### src/rtl/spi_pkg.sv
// spi_pkg: shared types for the SPI transaction sequencer.
// Provides the FSM state enum, the default TX entry struct and width helpers.
package spi_pkg;

  localparam int SPI_DW       = 8;
  localparam int SPI_PERI_CNT = 4;
  localparam int SPI_PW       = $clog2(SPI_PERI_CNT);

  typedef struct packed {
    logic [SPI_PW-1:0] peri;
    logic              last;
    logic [SPI_DW-1:0] data;
  } spi_tx_entry_t;

  typedef enum logic [2:0] {
    IDLE,
    ISSUE,
    WAIT,
    HOLD,
    GAP
  } spi_seq_state_t;

  function automatic int cnt_w(input int n);
    return $clog2(n + 1);
  endfunction

endpackage

### src/rtl/sync_fifo.sv
// sync_fifo: register-based FIFO with show-ahead read data (zero when empty).
// Ports: clk, sync_rst, push/wr_data, pop/rd_data, full, empty, count.
module sync_fifo #(
  parameter int WIDTH = 8,
  parameter int DEPTH = 4
) (
  input  logic                   clk,
  input  logic                   sync_rst,
  input  logic                   push,
  input  logic                   pop,
  input  logic [WIDTH-1:0]       wr_data,
  output logic [WIDTH-1:0]       rd_data,
  output logic                   full,
  output logic                   empty,
  output logic [$clog2(DEPTH):0] count
);

  localparam int AW = $clog2(DEPTH);

  logic [WIDTH-1:0] mem [DEPTH];
  logic [AW-1:0]    wr_ptr;
  logic [AW-1:0]    rd_ptr;
  logic             do_push;
  logic             do_pop;

  assign full    = count == (AW + 1)'(DEPTH);
  assign empty   = count == '0;
  assign do_push = push && !full;
  assign do_pop  = pop && !empty;
  assign rd_data = empty ? '0 : mem[rd_ptr];

  always_ff @(posedge clk) begin
    if (sync_rst) begin
      wr_ptr <= '0;
      rd_ptr <= '0;
      count  <= '0;
    end else begin
      if (do_push) wr_ptr <= wr_ptr + AW'(1);
      if (do_pop)  rd_ptr <= rd_ptr + AW'(1);
      count <= count + (AW + 1)'(do_push) - (AW + 1)'(do_pop);
    end
  end

  always_ff @(posedge clk) begin
    if (do_push) mem[wr_ptr] <= wr_data;
  end

endmodule

### src/rtl/spi_txn_sequencer.sv
// spi_txn_sequencer: feeds queued bytes to the SPI controller with CS framing.
// Ports: tx_* command stream in, rx_* byte stream out, start/data/sel/end to controller, busy.
module spi_txn_sequencer
  import spi_pkg::*;
#(
  parameter int SPI_DATA_WIDTH     = SPI_DW,
  parameter int PERI_CNT           = SPI_PERI_CNT,
  parameter int FIFO_DEPTH         = 4,
  parameter int MAX_BYTES_PER_CS   = 2,
  parameter int CS_INACTIVE_CYCLES = 1
) (
  input  logic                        clk,
  input  logic                        sync_rst,
  input  logic                        tx_valid,
  output logic                        tx_ready,
  input  logic [SPI_DATA_WIDTH-1:0]   tx_data,
  input  logic [$clog2(PERI_CNT)-1:0] tx_peri,
  input  logic                        tx_last,
  output logic                        rx_valid,
  input  logic                        rx_ready,
  output logic [SPI_DATA_WIDTH-1:0]   rx_data,
  output logic                        start_txn,
  output logic [SPI_DATA_WIDTH-1:0]   parallel_wr_data,
  output logic [PERI_CNT-1:0]         p_sel_one_cold,
  input  logic                        end_txn,
  input  logic [SPI_DATA_WIDTH-1:0]   ctrl_rx_data,
  output logic                        busy
);

  localparam int PW = $clog2(PERI_CNT);
  localparam int EW = PW + 1 + SPI_DATA_WIDTH;
  localparam int CW = $clog2(FIFO_DEPTH) + 1;
  localparam int BW = cnt_w(MAX_BYTES_PER_CS);
  localparam int GW = cnt_w(CS_INACTIVE_CYCLES);

  typedef struct packed {
    logic [PW-1:0]             peri;
    logic                      last;
    logic [SPI_DATA_WIDTH-1:0] data;
  } entry_t;

  spi_seq_state_t state, next_state;

  entry_t                    tx_in, head;
  logic                      tx_push, tx_pop, tx_full, tx_empty;
  logic                      rx_push, rx_pop, rx_full, rx_empty;
  logic [CW-1:0]             tx_count, rx_count;
  logic                      unused_cnt;
  logic [BW-1:0]             byte_cnt;
  logic [GW-1:0]             gap_cnt;
  logic [PW-1:0]             cur_peri;
  logic                      cur_last;
  logic [SPI_DATA_WIDTH-1:0] data_q;
  logic [PERI_CNT-1:0]       sel_q, sel_head;
  logic                      can_issue, frame_full, gap_done;

  assign tx_in      = {tx_peri, tx_last, tx_data};
  assign tx_ready   = !tx_full;
  assign tx_push    = tx_valid && tx_ready;
  assign rx_valid   = !rx_empty;
  assign rx_pop     = rx_valid && rx_ready;
  assign unused_cnt = ^{tx_count, rx_count};

  sync_fifo #(.WIDTH(EW), .DEPTH(FIFO_DEPTH)) u_tx (
    .clk     (clk),
    .sync_rst(sync_rst),
    .push    (tx_push),
    .pop     (tx_pop),
    .wr_data (tx_in),
    .rd_data (head),
    .full    (tx_full),
    .empty   (tx_empty),
    .count   (tx_count)
  );

  sync_fifo #(.WIDTH(SPI_DATA_WIDTH), .DEPTH(FIFO_DEPTH)) u_rx (
    .clk     (clk),
    .sync_rst(sync_rst),
    .push    (rx_push),
    .pop     (rx_pop),
    .wr_data (ctrl_rx_data),
    .rd_data (rx_data),
    .full    (rx_full),
    .empty   (rx_empty),
    .count   (rx_count)
  );

  // Only one byte is ever outstanding, so a free RX slot at issue time
  // guarantees the returned byte has somewhere to go.
  assign can_issue  = !tx_empty && (!rx_full || rx_pop);
  assign frame_full = (byte_cnt + BW'(1)) == BW'(MAX_BYTES_PER_CS);
  assign gap_done   = gap_cnt == GW'(CS_INACTIVE_CYCLES - 1);

  // Out-of-range peripheral indices match no bit and leave sel all-ones.
  always_comb begin
    sel_head = '1;
    for (int i = 0; i < PERI_CNT; i++) begin
      sel_head[i] = head.peri != PW'(i);
    end
  end

  always_comb begin
    next_state = state;
    tx_pop     = 1'b0;
    rx_push    = 1'b0;
    unique case (state)
      IDLE: if (can_issue) next_state = ISSUE;
      ISSUE: begin
        tx_pop     = 1'b1;
        next_state = WAIT;
      end
      WAIT: if (end_txn) begin
        rx_push    = 1'b1;
        next_state = (cur_last || frame_full) ? GAP : HOLD;
      end
      HOLD: if (can_issue) begin
        next_state = (head.peri != cur_peri) ? GAP : ISSUE;
      end
      GAP: if (gap_done) next_state = IDLE;
      default: next_state = IDLE;
    endcase
  end

  // Data and sel are loaded on the way into ISSUE so they line up
  // with start_txn; the head is popped at the end of ISSUE.
  always_ff @(posedge clk) begin
    if (sync_rst) begin
      state    <= IDLE;
      byte_cnt <= '0;
      gap_cnt  <= '0;
      cur_peri <= '0;
      cur_last <= 1'b0;
      data_q   <= '0;
      sel_q    <= '1;
    end else begin
      state   <= next_state;
      gap_cnt <= (state == GAP) ? gap_cnt + GW'(1) : '0;
      if (rx_push) byte_cnt <= byte_cnt + BW'(1);
      if (next_state == IDLE) byte_cnt <= '0;
      if (next_state == ISSUE) begin
        data_q   <= head.data;
        sel_q    <= sel_head;
        cur_peri <= head.peri;
        cur_last <= head.last;
      end
      if (next_state == GAP || next_state == IDLE) sel_q <= '1;
    end
  end

  assign start_txn        = state == ISSUE;
  assign parallel_wr_data = data_q;
  assign p_sel_one_cold   = sel_q;
  assign busy             = (state != IDLE) || !tx_empty;

endmodule

### config.mk
export PLATFORM = sky130hd
export DESIGN_NAME = spi_txn_sequencer
export DESIGN_NICKNAME = d
export VERILOG_FILES = /design/src/rtl/spi_pkg.sv /design/src/rtl/sync_fifo.sv /design/src/rtl/spi_txn_sequencer.sv
export SDC_FILE = /design/constraint.sdc
export NUM_CORES = 1
export LEC_CHECK = 0
export ABC_CLOCK_PERIOD_IN_PS = 7700
export CELL_PAD_IN_SITES_DETAIL_PLACEMENT = 0
export CELL_PAD_IN_SITES_GLOBAL_PLACEMENT = 1
export CORE_MARGIN = 2
export CORE_UTILIZATION = 51
export CTS_CLUSTER_DIAMETER = 50
export DETAILED_ROUTE_END_ITERATION = 16
export MAX_ROUTING_LAYER = met4
export PLACE_DENSITY_LB_ADDON = 0.05
export SLEW_MARGIN = 20
export SYNTH_ARGS = -nofsm -noshare
export SYNTH_HDL_FRONTEND = slang
export SYNTH_HIERARCHICAL = 1
export SYNTH_SLANG_ARGS = --single-unit
### constraint.sdc
create_clock -name clk -period 7.7 [get_ports clk]
set_clock_uncertainty 0.1 [all_clocks]
set_input_delay 1.155 -clock clk [delete_from_list [all_inputs] [get_ports clk]]
set_output_delay 1.155 -clock clk [all_outputs]
set_load 0.01 [all_outputs]
# ---- After elaboration in Yosys (flattened, before gate mapping)
# Memories as Yosys holds them, arrays and structs flattened. A register that Yosys moved wholly into a read port is not among the register bits.
# Index checks and enable logic that the tools add are counted.
dict set report totals {
  mem_bits_rw 76
  mem_count 2
  wordCells 83
  in_bits 24
  register_bits 35
  out_inout_bits 24
}
dict set report classes {
  mux 20
  n_reduce_logical 24
  addsub 10
  n_eq_ne 13
  n_bitwise 1
}
# name words width rd rd_ports_with_merged_regs wr line
set mem_list {}
lappend mem_list {u_tx.mem 4 11 1 1 1 sync_fifo.sv:20} ;# logic [WIDTH-1:0] mem [DEPTH];
lappend mem_list {u_rx.mem 4 8 1 1 1 sync_fifo.sv:20}
# operator count
set op_table {}
lappend op_table {{$mux 3} 6}
lappend op_table {{$pmux 3 s5} 1}
lappend op_table {{$eq 3x3->1 const B} 4}
lappend op_table {{$logic_not 3->1} 4}
lappend op_table {{$mux 11} 1}
lappend op_table {{$add 2x1->2 const B} 5}
lappend op_table {{$mux 2} 4}
lappend op_table {{$mux 8} 1}
lappend op_table {{$logic_and 1x1->1} 7}
lappend op_table {{$mux 1} 7}
lappend op_table {{$add 3x1->3} 2}
lappend op_table {{$eq 3x1->1 const B} 2}
lappend op_table {{$eq 3x2->1 const B} 2}
lappend op_table {{$reduce_or 2->1} 3}
lappend op_table {{$sub 3x1->3} 2}
lappend op_table {{$logic_not 1->1} 4}
lappend op_table {{$logic_or 1x1->1} 4}
lappend op_table {{$ne 2x2->1 const B} 2}
lappend op_table {{$reduce_bool 3->1} 1}
lappend op_table {{$eq 2x2->1 const B} 1}
lappend op_table {{$ne 2x1->1 const B} 1}
lappend op_table {{$ne 2x2->1} 1}
lappend op_table {{$reduce_bool 2->1} 1}
lappend op_table {{$add 1x1->1 const B} 1}
lappend op_table {{$not 1->1} 1}

# ---- Longest topological paths before layout
dict set report depth {
  depth_word 10
  ltp_mapped 13
  ltp_nobuf 12
}

# ---- By module
# The synthesis kept the hierarchy.
# module cells_each seq_area_each_um2 instances area_per_inst_um2
set modules_own_cells {}
lappend modules_own_cells {{sync_fifo at u_tx} 120 1501.4 1 2154.6}
lappend modules_own_cells {{sync_fifo at u_rx} 102 1141.1 1 1689.1}
lappend modules_own_cells {spi_txn_sequencer 102 420.4 1 978.4}

# ---- Least setup slack after synthesis
# No wires, ideal clock.
dict set report synth_path {
  kind {input -> register}
  start {in end_txn}
  end {reg u_rx.count[2]}
  arrival_time_ps 2977
  setup_slack_ps 4498
  path_stages 11
  n_path_buf 0
  required_time_ps 7475
  setup_ps 125
  path_cell_list {and4bb_1 > inv_1 > nor2_1 > inv_1 > ha_1 > inv_1 > ha_1 > fa_1 > xnor2_1 > xnor2_1 > nor2_1}
}
dict set report synth_via {
  elab_chain_len 5
}
# item line
set synth_rtl {}
lappend synth_rtl {{from (decl)} spi_txn_sequencer.sv:25} ;# input logic end_txn,
lappend synth_rtl {{$mux 1} spi_txn_sequencer.sv:112} ;# WAIT: if (end_txn) begin
lappend synth_rtl {{$mux 1} spi_txn_sequencer.sv:106} ;# unique case (state)
lappend synth_rtl {{$logic_and 1x1->1} sync_fifo.sv:28} ;# assign do_push = push && !full;
lappend synth_rtl {{$add 3x1->3} sync_fifo.sv:40} ;# count <= count + (AW + 1)'(do_push) - (AW + 1)'(do_pop);
lappend synth_rtl {{$sub 3x1->3} sync_fifo.sv:40}
lappend synth_rtl {{to (signal assigned)} sync_fifo.sv:40}
lappend synth_rtl {{to (decl)} sync_fifo.sv:15} ;# output logic [$clog2(DEPTH):0] count
# Every way passes these cells.
# A chain may end at the register's enable or synchronous reset.

==> reports/results.tsv <==
metric	value	unit
grt_use_total	18.08	%
cts_tree	yes	
setup-tns-final	0	ns
slew_headroom	48.99	%
peakVddDrop	0.1723	mV
vias	2731	
synth_edf_count	76	
drc	0	
rsz0062_at_grt	false	
nets	417	
critPathCaptureType	primary output	
cts_buffers	17	
grt_overflow	0	
run_status	complete, no violations	
htreeDepth	4	
synth_area_per_cell	14.88	um^2
finalWirelength	8334	um
ys_ff_latch	115	
hpwl	5287	um
max-clock-path-buffers	2	
yosysWarningCount	6	
clock_sinks	115	
grt_antenna_before_repair	0	
syn_inst	324	
grt_pass1_vias	2716	
cts_setup_buffers	0	
fmax	278.8	MHz
drt_iter0_drc	81	
finalHoldViolations	0	
leakage	0.002061	uW
design_area	5946	um^2
cts_resized	0	
io_pins	48	
die-area	10250	um^2
cts_hold_buf	0	
fin_hold_ws	0.3517	ns
period_minus_slack	3.586	ns
crit_type	flip-flop to primary output	
syn_to_final_growth	23.30	%
yosys_most_used_dff	edfxtp_1	
async_reset_ff_share	0	%
min_period_over_period	46.57	%
cp-start-kind	flip-flop	
cp.required	6.44	ns
p_per_area	339.2	nW/um^2
placedInstanceArea	5366	um^2
portBuffers	47	
drv_slew	0	
layout_common_cells	76 x edfxtp_1, 47 x clkdlybuf4s50_1, 39 x dfxtp_1	
synthesis.area	4822	um^2
syn_nets	363	
wl_per_cell	16.60	um
routabilityCongestion	0.7896	
start_util	52.44	%
worstPathArrival	2.33	ns
die-height	101.2	um
die_x	101.2	um
hold_path_class	flip-flop to flip-flop	
grt_pass1_wl	13300	um
vias_per_cell	5.440	
grt_max_degree	35	
fp.coreArea	9196	um^2
row_count	35	
crit_fanout	8	
cts.clk_slew.worst_paths	0.06	ns
tightest_slew	0.7641	ns
maxCapViolations	0	
mostFrequentLayoutCell	edfxtp_1	
root_buffer	clkbuf_8	
fill_cells	686	
drive_above_1_share	19.18	%
dr.pass1.iters	4	
setup_viol	0	
clk_latency	0.49	ns
postRouteAntennaNets	0	
yosysSeqAreaShare	63.52	%
synth.distinct_cells	49	
n_antenna_cell	0	
worst max-delay path, cell delays in order, from the launching register on:
cell and delay [ns]:
dfxtp_1 0.64, mux4_2 0.59, nor2b_1 0.14, clkdlybuf4s50_1 0.47
layer usage:
layer	track usage, %	vias up	part of all wire, %
met5	-	-	0
li1	-	1308	-
met2	30.92	60	53
met1	20.41	1357	43
met3	5.521	6	3.3
met4	5.613	0	0.86
synth_stat cells, types with 2 or more instances:
master     n  share of area, %
nor3b_2    2              0.52
or3_1      4              0.52
xnor2_1    7               1.3
buf_6      3              0.70
nand3b_1   2              0.31
mux2i_1    3              0.62
and2_1     8               1.0
a21oi_1    7              0.73
nand2b_1   4              0.52
nor3_1     8              0.83
nor2b_1   25               3.2
buf_2      6              0.62
nand2_1    7              0.54
nor2_1    13               1.0
clkbuf_1   5              0.39
fa_1       2              0.83
xor2_1     2              0.36
a22o_2    10               2.1
ha_1      13               3.4
o31ai_2    2              0.52
edfxtp_1  76                47
mux4_2    18               8.4
o21ai_0    6              0.62
nor3b_1    3              0.47
dfxtp_1   39                16
a31oi_1    6              0.78
inv_1     21               1.6
sequential cells by signal, indices dropped and copies added, names as in the netlist, 3 cells and up, named ones only:
| register | flops |
|---|---|
| u_rx/mem | 32 |
| u_rx/count | 3 |
| u_tx/count | 3 |
| parallel_wr_data | 8 |
| state | 3 |
| p_sel_one_cold | 4 |
| u_tx/mem | 44 |
report_power, final:
part           internal (uW)  leakage, uW  switching [uW]
logic                    237     0.000783             232
clock network            472     0.000271             278
registers                738      0.00101            61.3
final timing paths:
check	start	to	slack, ns	cells past startpoint
setup / recovery	flip-flop	rx_data[1]	4.11	3
hold / removal	gap_cnt	gap_cnt	0.35	1
setup reg to reg	flip-flop	parallel_wr_data[7]	4.35	7
hold reg to reg	gap_cnt	gap_cnt	0.35	1
per-stage QoR:
stage	power [uW]	setup slack [ns]	utilization, %	std cells
2_1_floorplan	1125	4.498	-	324
3_3_place_gp	1282	3.832	58.35	470
3_5_place_dp	1286	3.726	58.35	470
4_1_cts	2044	4.023	64.65	502
5_1_grt	2126	3.922	64.65	502
6_report	2017	4.114	64.65	502
cell families (layout without fill, tap and decap cells):
| group | count (synthesis) | in the layout | synth area share (%) |
|---|---|---|---|
| muxes | 22 | 22 | 9.575 |
| xor gates and xnor gates | 9 | 9 | 1.635 |
| AOI/OAI and AO/OA | 41 | 41 | 6.720 |
| DFF | 115 | 115 | 63.52 |
| and+or+nand+nor | 86 | 86 | 10.90 |
| buffers and inverters | 36 | 103 | 3.451 |
| adders and majority gates | 15 | 15 | 4.204 |
cell type report:
cell class              count  area (um^2)  share of cell area, %
clock inverters            14        151.4                  2.546
flip-flops and latches    115         3063                  51.52
well taps                 111        138.9                  2.336
repair buffers             50        493.0                  8.291
clock buffers              18        427.9                  7.197
multi-input cells         173         1593                  26.79
inverters                  21        78.83                  1.326
No activity file was read; power rests on OpenSTA's default activity.
==> RTL edit 1, RTL diff (same settings) <==
Encoding of `spi_seq_state_t`: now Gray code (3 bits for 5 states).
--- a/src/rtl/spi_pkg.sv
+++ b/src/rtl/spi_pkg.sv
@@ -13,11 +13,11 @@
   } spi_tx_entry_t;
 
   typedef enum logic [2:0] {
-    IDLE,
-    ISSUE,
-    WAIT,
-    HOLD,
-    GAP
+    IDLE  = 3'b000,
+    ISSUE = 3'b001,
+    WAIT  = 3'b011,
+    HOLD  = 3'b010,
+    GAP   = 3'b110
   } spi_seq_state_t;
 
   function automatic int cnt_w(input int n);
Formal check against the unedited RTL: no difference found for any inputs over 10 cycles, from zero or initial values and one cycle with sync_rst high; not proved beyond that.
==> RTL edit 1 against the original RTL <==
  * Power decreased by 0.74%
  * Worst hold slack got worse by 32 ps
  * Routed wire length decreased by 3.8%
  * Setup slack got worse by 81 ps
  * Sequential cell count unchanged
  * Area after synthesis decreased by 0.57%
  * Critical path depth increased by 1
  * Die area decreased by 0.54%
  * Cell area decreased by 0.36%
  * Global-route usage about the same
  * Critical path type unchanged
==> RTL edit 1: results (changes against the original RTL) <==
HPWL after detailed placement=5.23 mm (was 5.29 mm); Slowest Stage Delay on Critical Path=600 ps (was 640 ps); outcome=finished, final reports clean (unchanged); reg2reg setup slack=4520 ps (was 4350 ps); via count=2647 (was 2731); Post-synth EDFFs=76 (unchanged); Critical Path End=busy (was rx_data[1]); Mapped Nets=372 (was 363); largest register by flop count=u_tx/mem (unchanged); first-pass GRT wire length=13.2 mm (was 13.3 mm); register area share after synthesis=0.639 (was 0.635); clock transition at the registers of the reported paths=60 ps (about the same); Crit. Startpoint=u_tx/count[1]; fill count=708 (was 686); slew margin rel.=0.496 (was 0.490); peak supply drop=0.000167 V (was 0.000172 V); 1st-pass router iterations=4 (unchanged); Cells after Synth=333 (was 324); DRT iter0 DRCs=127 (was 81); via/cell ratio=5.16 (was 5.44); Post-synth top cells=edfxtp_1, dfxtp_1, nand2_1 (was edfxtp_1, dfxtp_1, nor2b_1); Setup Buffers After CTS=0 (unchanged); vias in the first global route=2694 (was 2716); port bufs=47 (unchanged); WL final=8.02 mm (was 8.33 mm); worst slack, placed=3750 ps (was 3730 ps); Global Route Usage Sum=0.181 (about the same); Cells after DPL=481 (was 470); critical path's top delay family=simple AND/OR/NAND/NOR gates (was flip-flops); clk_lat worst skew=510 ps (was 490 ps); layout cell share with drive strength beyond 1=0.167 (was 0.192); Cell variety after synth=41 (was 49); Largest register FFs=44 (unchanged); CTS Buffer Depth=2 (unchanged); CP max FO=16 (was 8); worst path arrival time=2410 ps (was 2330 ps); Reg-to-Reg End=p_sel_one_cold[2] (was parallel_wr_data[7]); largest net degree at the start of global routing=37 (was 35); slowest CP cell=or4b_2 (was dfxtp_1); Fmax=0.273 GHz (was 0.279 GHz); Pleak=0.00205 uW (was 0.00206 uW); RePlAce Congestion=0.743 (was 0.790); Final Net Count=428 (was 417); Synth area leaders=edfxtp_1, dfxtp_1, mux4_2, ha_1, nor2b_1 (unchanged)
RTL edit 1: cell count changes in the layout (fill, tap and decap cells not counted), moves of 2 or more:
cell,delta
a2111oi_4,+2
a21oi_1,+10
a22o_2,-10
a31oi_1,-6
and2_1,+2
clkinv_4,+2
nand2_1,+22
nor3_1,-4
o21ai_1,+3
xnor2_1,-3
xor2_1,+3
RTL edit 1: worst min path at each step:
stage                       start  endpoint  slack (ps)  depth (start not counted)
final                     gap_cnt   gap_cnt         320                          1
after global routing      gap_cnt   gap_cnt         340                          1
after CTS                 gap_cnt   gap_cnt         320                          1
after detailed placement  gap_cnt   gap_cnt         320                          1
after global placement    gap_cnt   gap_cnt         310                          1
after floorplan           gap_cnt   gap_cnt         300                          1
RTL edit 1: kinds of logic (layout without fill, tap and decap cells):
group	count (synthesis)	after routing	share of synthesized area
adder cells (fa/ha/maj)	15	15	0.0423
AO/OA/AOI/OAI	34	34	0.0540
buffers and inverters	35	104	0.0326
multiplexers	21	21	0.0942
AND/OR/NAND/NOR	104	104	0.122
XOR/XNOR	9	9	0.0164
flip-flops	115	115	0.639
RTL edit 1: cell type report:
type / instances / share of cell area
tap: 111 / 0.0234
inverter: 22 / 0.0139
clock inverter: 15 / 0.0266
sequential: 115 / 0.517
multi-input combinational: 183 / 0.266
timing repair buffer: 50 / 0.0832
clock buffer: 17 / 0.0699
RTL edit 1: where the power goes:
| part | switching, uW | leakage, uW | internal, uW |
|---|---|---|---|
| combinational | 247 | 0.000777 | 225 |
| clock | 279 | 0.000271 | 461 |
| sequential | 57.2 | 0.00101 | 733 |
RTL edit 1: through the flow:
step	cell area (um2)	total power, uW
2_1_floorplan	4790	1130
3_3_place_gp	5350	1280
3_5_place_dp	5350	1280
4_1_cts	5920	2030
5_1_grt	5920	2110
6_report	5920	2000
RTL edit 1: layer usage:
metal / share of wire / global-route usage / up-vias
met1: 0.42 / 0.206 / 1267
met4: 0.013 / 0.0967 / 0
met2: 0.53 / 0.297 / 52
li1: - / - / 1316
met5: 0 / - / -
met3: 0.039 / 0.0416 / 12
==> RTL edit 2, RTL diff (config.mk and constraints unchanged) <==
Made on the original files. The package constant `SPI_PERI_CNT` goes from 4 to 16.
--- a/src/rtl/spi_pkg.sv
+++ b/src/rtl/spi_pkg.sv
@@ -3,7 +3,7 @@
 package spi_pkg;
 
   localparam int SPI_DW       = 8;
-  localparam int SPI_PERI_CNT = 4;
+  localparam int SPI_PERI_CNT = 16;
   localparam int SPI_PW       = $clog2(SPI_PERI_CNT);
 
   typedef struct packed {
Ports: changed (resized p_sel_one_cold and tx_peri); port bits go from 48 to 62. The function was not compared with the original's and may differ.
==> RTL edit 2 against the original RTL <==
  * Power grew 24%
  * Routed wire length increased by 22%
  * Utilization decreased by 1.6 points
  * Worst hold slack got worse by 20 ps
  * Area after synthesis grew 24%
  * Die area up 23%
  * Setup slack worse by 260 ps
  * Cell area increased by 21%
  * Synthesized cell count rose by 31%
  * Via count up 23%
  * Sequential cell count increased by 22
==> RTL edit 2: results (changes against the original RTL) <==
HPWL after detailed placement=6.84 mm (was 5.29 mm); critical path's top delay family=compound AO/OA/AOI/OAI gates (was flip-flops); Global Route Usage Sum=0.175 (was 0.181); Final Net Count=524 (was 417); met3 usage=0.0454 (was 0.0552); met2 Resource Use GR=0.280 (was 0.309); Resized Gates After CTS=0 (unchanged); GR Util met1=0.219 (was 0.204); main flop type after synthesis=edfxtp_1 (unchanged); first-pass GRT wire length=16.7 mm (was 13.3 mm); fill count=858 (was 686); RePlAce Congestion=0.798 (was 0.790); worst hold margin=332 ps (was 352 ps); 1st-pass router iterations=6 (was 4); fin cells=639 (was 502); Cells after DPL=607 (was 470); port bufs=61 (was 47); worst path arrival time=3960 ps (was 2330 ps); via/cell ratio=5.25 (was 5.44); Synth area leaders=edfxtp_1, dfxtp_1, mux4_2, ha_1, mux2i_1 (was edfxtp_1, dfxtp_1, mux4_2, ha_1, nor2b_1); outcome=finished, final reports clean (unchanged); Slowest Stage Delay on Critical Path=880 ps (was 640 ps); reg2reg setup slack=3850 ps (was 4350 ps); WL final=10.2 mm (was 8.33 mm); slew margin rel.=0.287 (was 0.490); CP max FO=29 (was 8); Mapped Nets=467 (was 363); H-tree depth reported by CTS=4 (unchanged); Internal Power=1720 uW (was 1450 uW); worst slack, placed=3790 ps (was 3730 ps); DRT iter0 DRCs=198 (was 81); peak supply drop=0.000230 V (was 0.000172 V); slowest CP cell=a22oi_4 (was dfxtp_1); vias in the first global route=3353 (was 2716); Cells after Synth=426 (was 324); Fmax=0.260 GHz (was 0.279 GHz); Largest register FFs=52 (was 44); register area share after synthesis=0.601 (was 0.635); Reg-to-Reg End=p_sel_one_cold[2] (was parallel_wr_data[7]); layout cell share with drive strength beyond 1=0.165 (was 0.192); Pleak=0.00248 uW (was 0.00206 uW); CTS root buffer=clkbuf_16 (was clkbuf_8); kind of critical path=flop to flop (was flop to output pin); Post-synth top cells=edfxtp_1, dfxtp_1, nand2_1 (was edfxtp_1, dfxtp_1, nor2b_1); largest net degree at the start of global routing=55 (was 35); clk_lat worst skew=400 ps (was 490 ps); Post-synth EDFFs=84 (was 76)
-- RTL edit 2: worst min-delay path by stage --
stage,start,end,cells after the start
floorplan,gap_cnt,gap_cnt,1
global placement,gap_cnt,gap_cnt,1
detailed placement,gap_cnt,gap_cnt,1
CTS,gap_cnt,gap_cnt,1
global route,gap_cnt,gap_cnt,1
finish,gap_cnt,gap_cnt,1
-- RTL edit 2: stage by stage --
step	total power (uW)	cell area, um2
3_3_place_gp	1710	6590
2_1_floorplan	1570	5970
6_report	2510	7200
5_1_grt	2650	7200
4_1_cts	2540	7200
3_5_place_dp	1720	6590
-- RTL edit 2: cell type report --
| class | instances | share of cell area |
|---|---|---|
| clock buffer | 18 | 0.0596 |
| tap | 143 | 0.0249 |
| multi-input combinational | 241 | 0.295 |
| timing repair buffer | 64 | 0.0873 |
| clock inverter | 14 | 0.0242 |
| inverter | 22 | 0.0115 |
| sequential | 137 | 0.498 |
-- RTL edit 2: metal layers --
layer	wire length [um]	share of wire
met1	4680	0.46
met2	5050	0.50
met3	378	0.037
met4	77	0.0076
met5	0	0
-- RTL edit 2: power groups by stage --
stage / clock network (uW) / logic (uW) / registers (uW)
6_report: 815 / 753 / 939
3_5_place_dp: 0 / 762 / 955
3_3_place_gp: 0 / 758 / 950
2_1_floorplan: 0 / 635 / 934
5_1_grt: 865 / 830 / 950
4_1_cts: 829 / 767 / 941
-- RTL edit 2: logic make-up after synthesis --
kind of cell / Yosys count / share of synthesized area
AND/OR/NAND/NOR: 139 / 0.138
XOR/XNOR: 11 / 0.0174
adder cells (fa/ha/maj): 15 / 0.0340
buffers and inverters: 48 / 0.0449
flip-flops: 137 / 0.601
AO/OA/AOI/OAI: 40 / 0.0587
multiplexers: 36 / 0.106
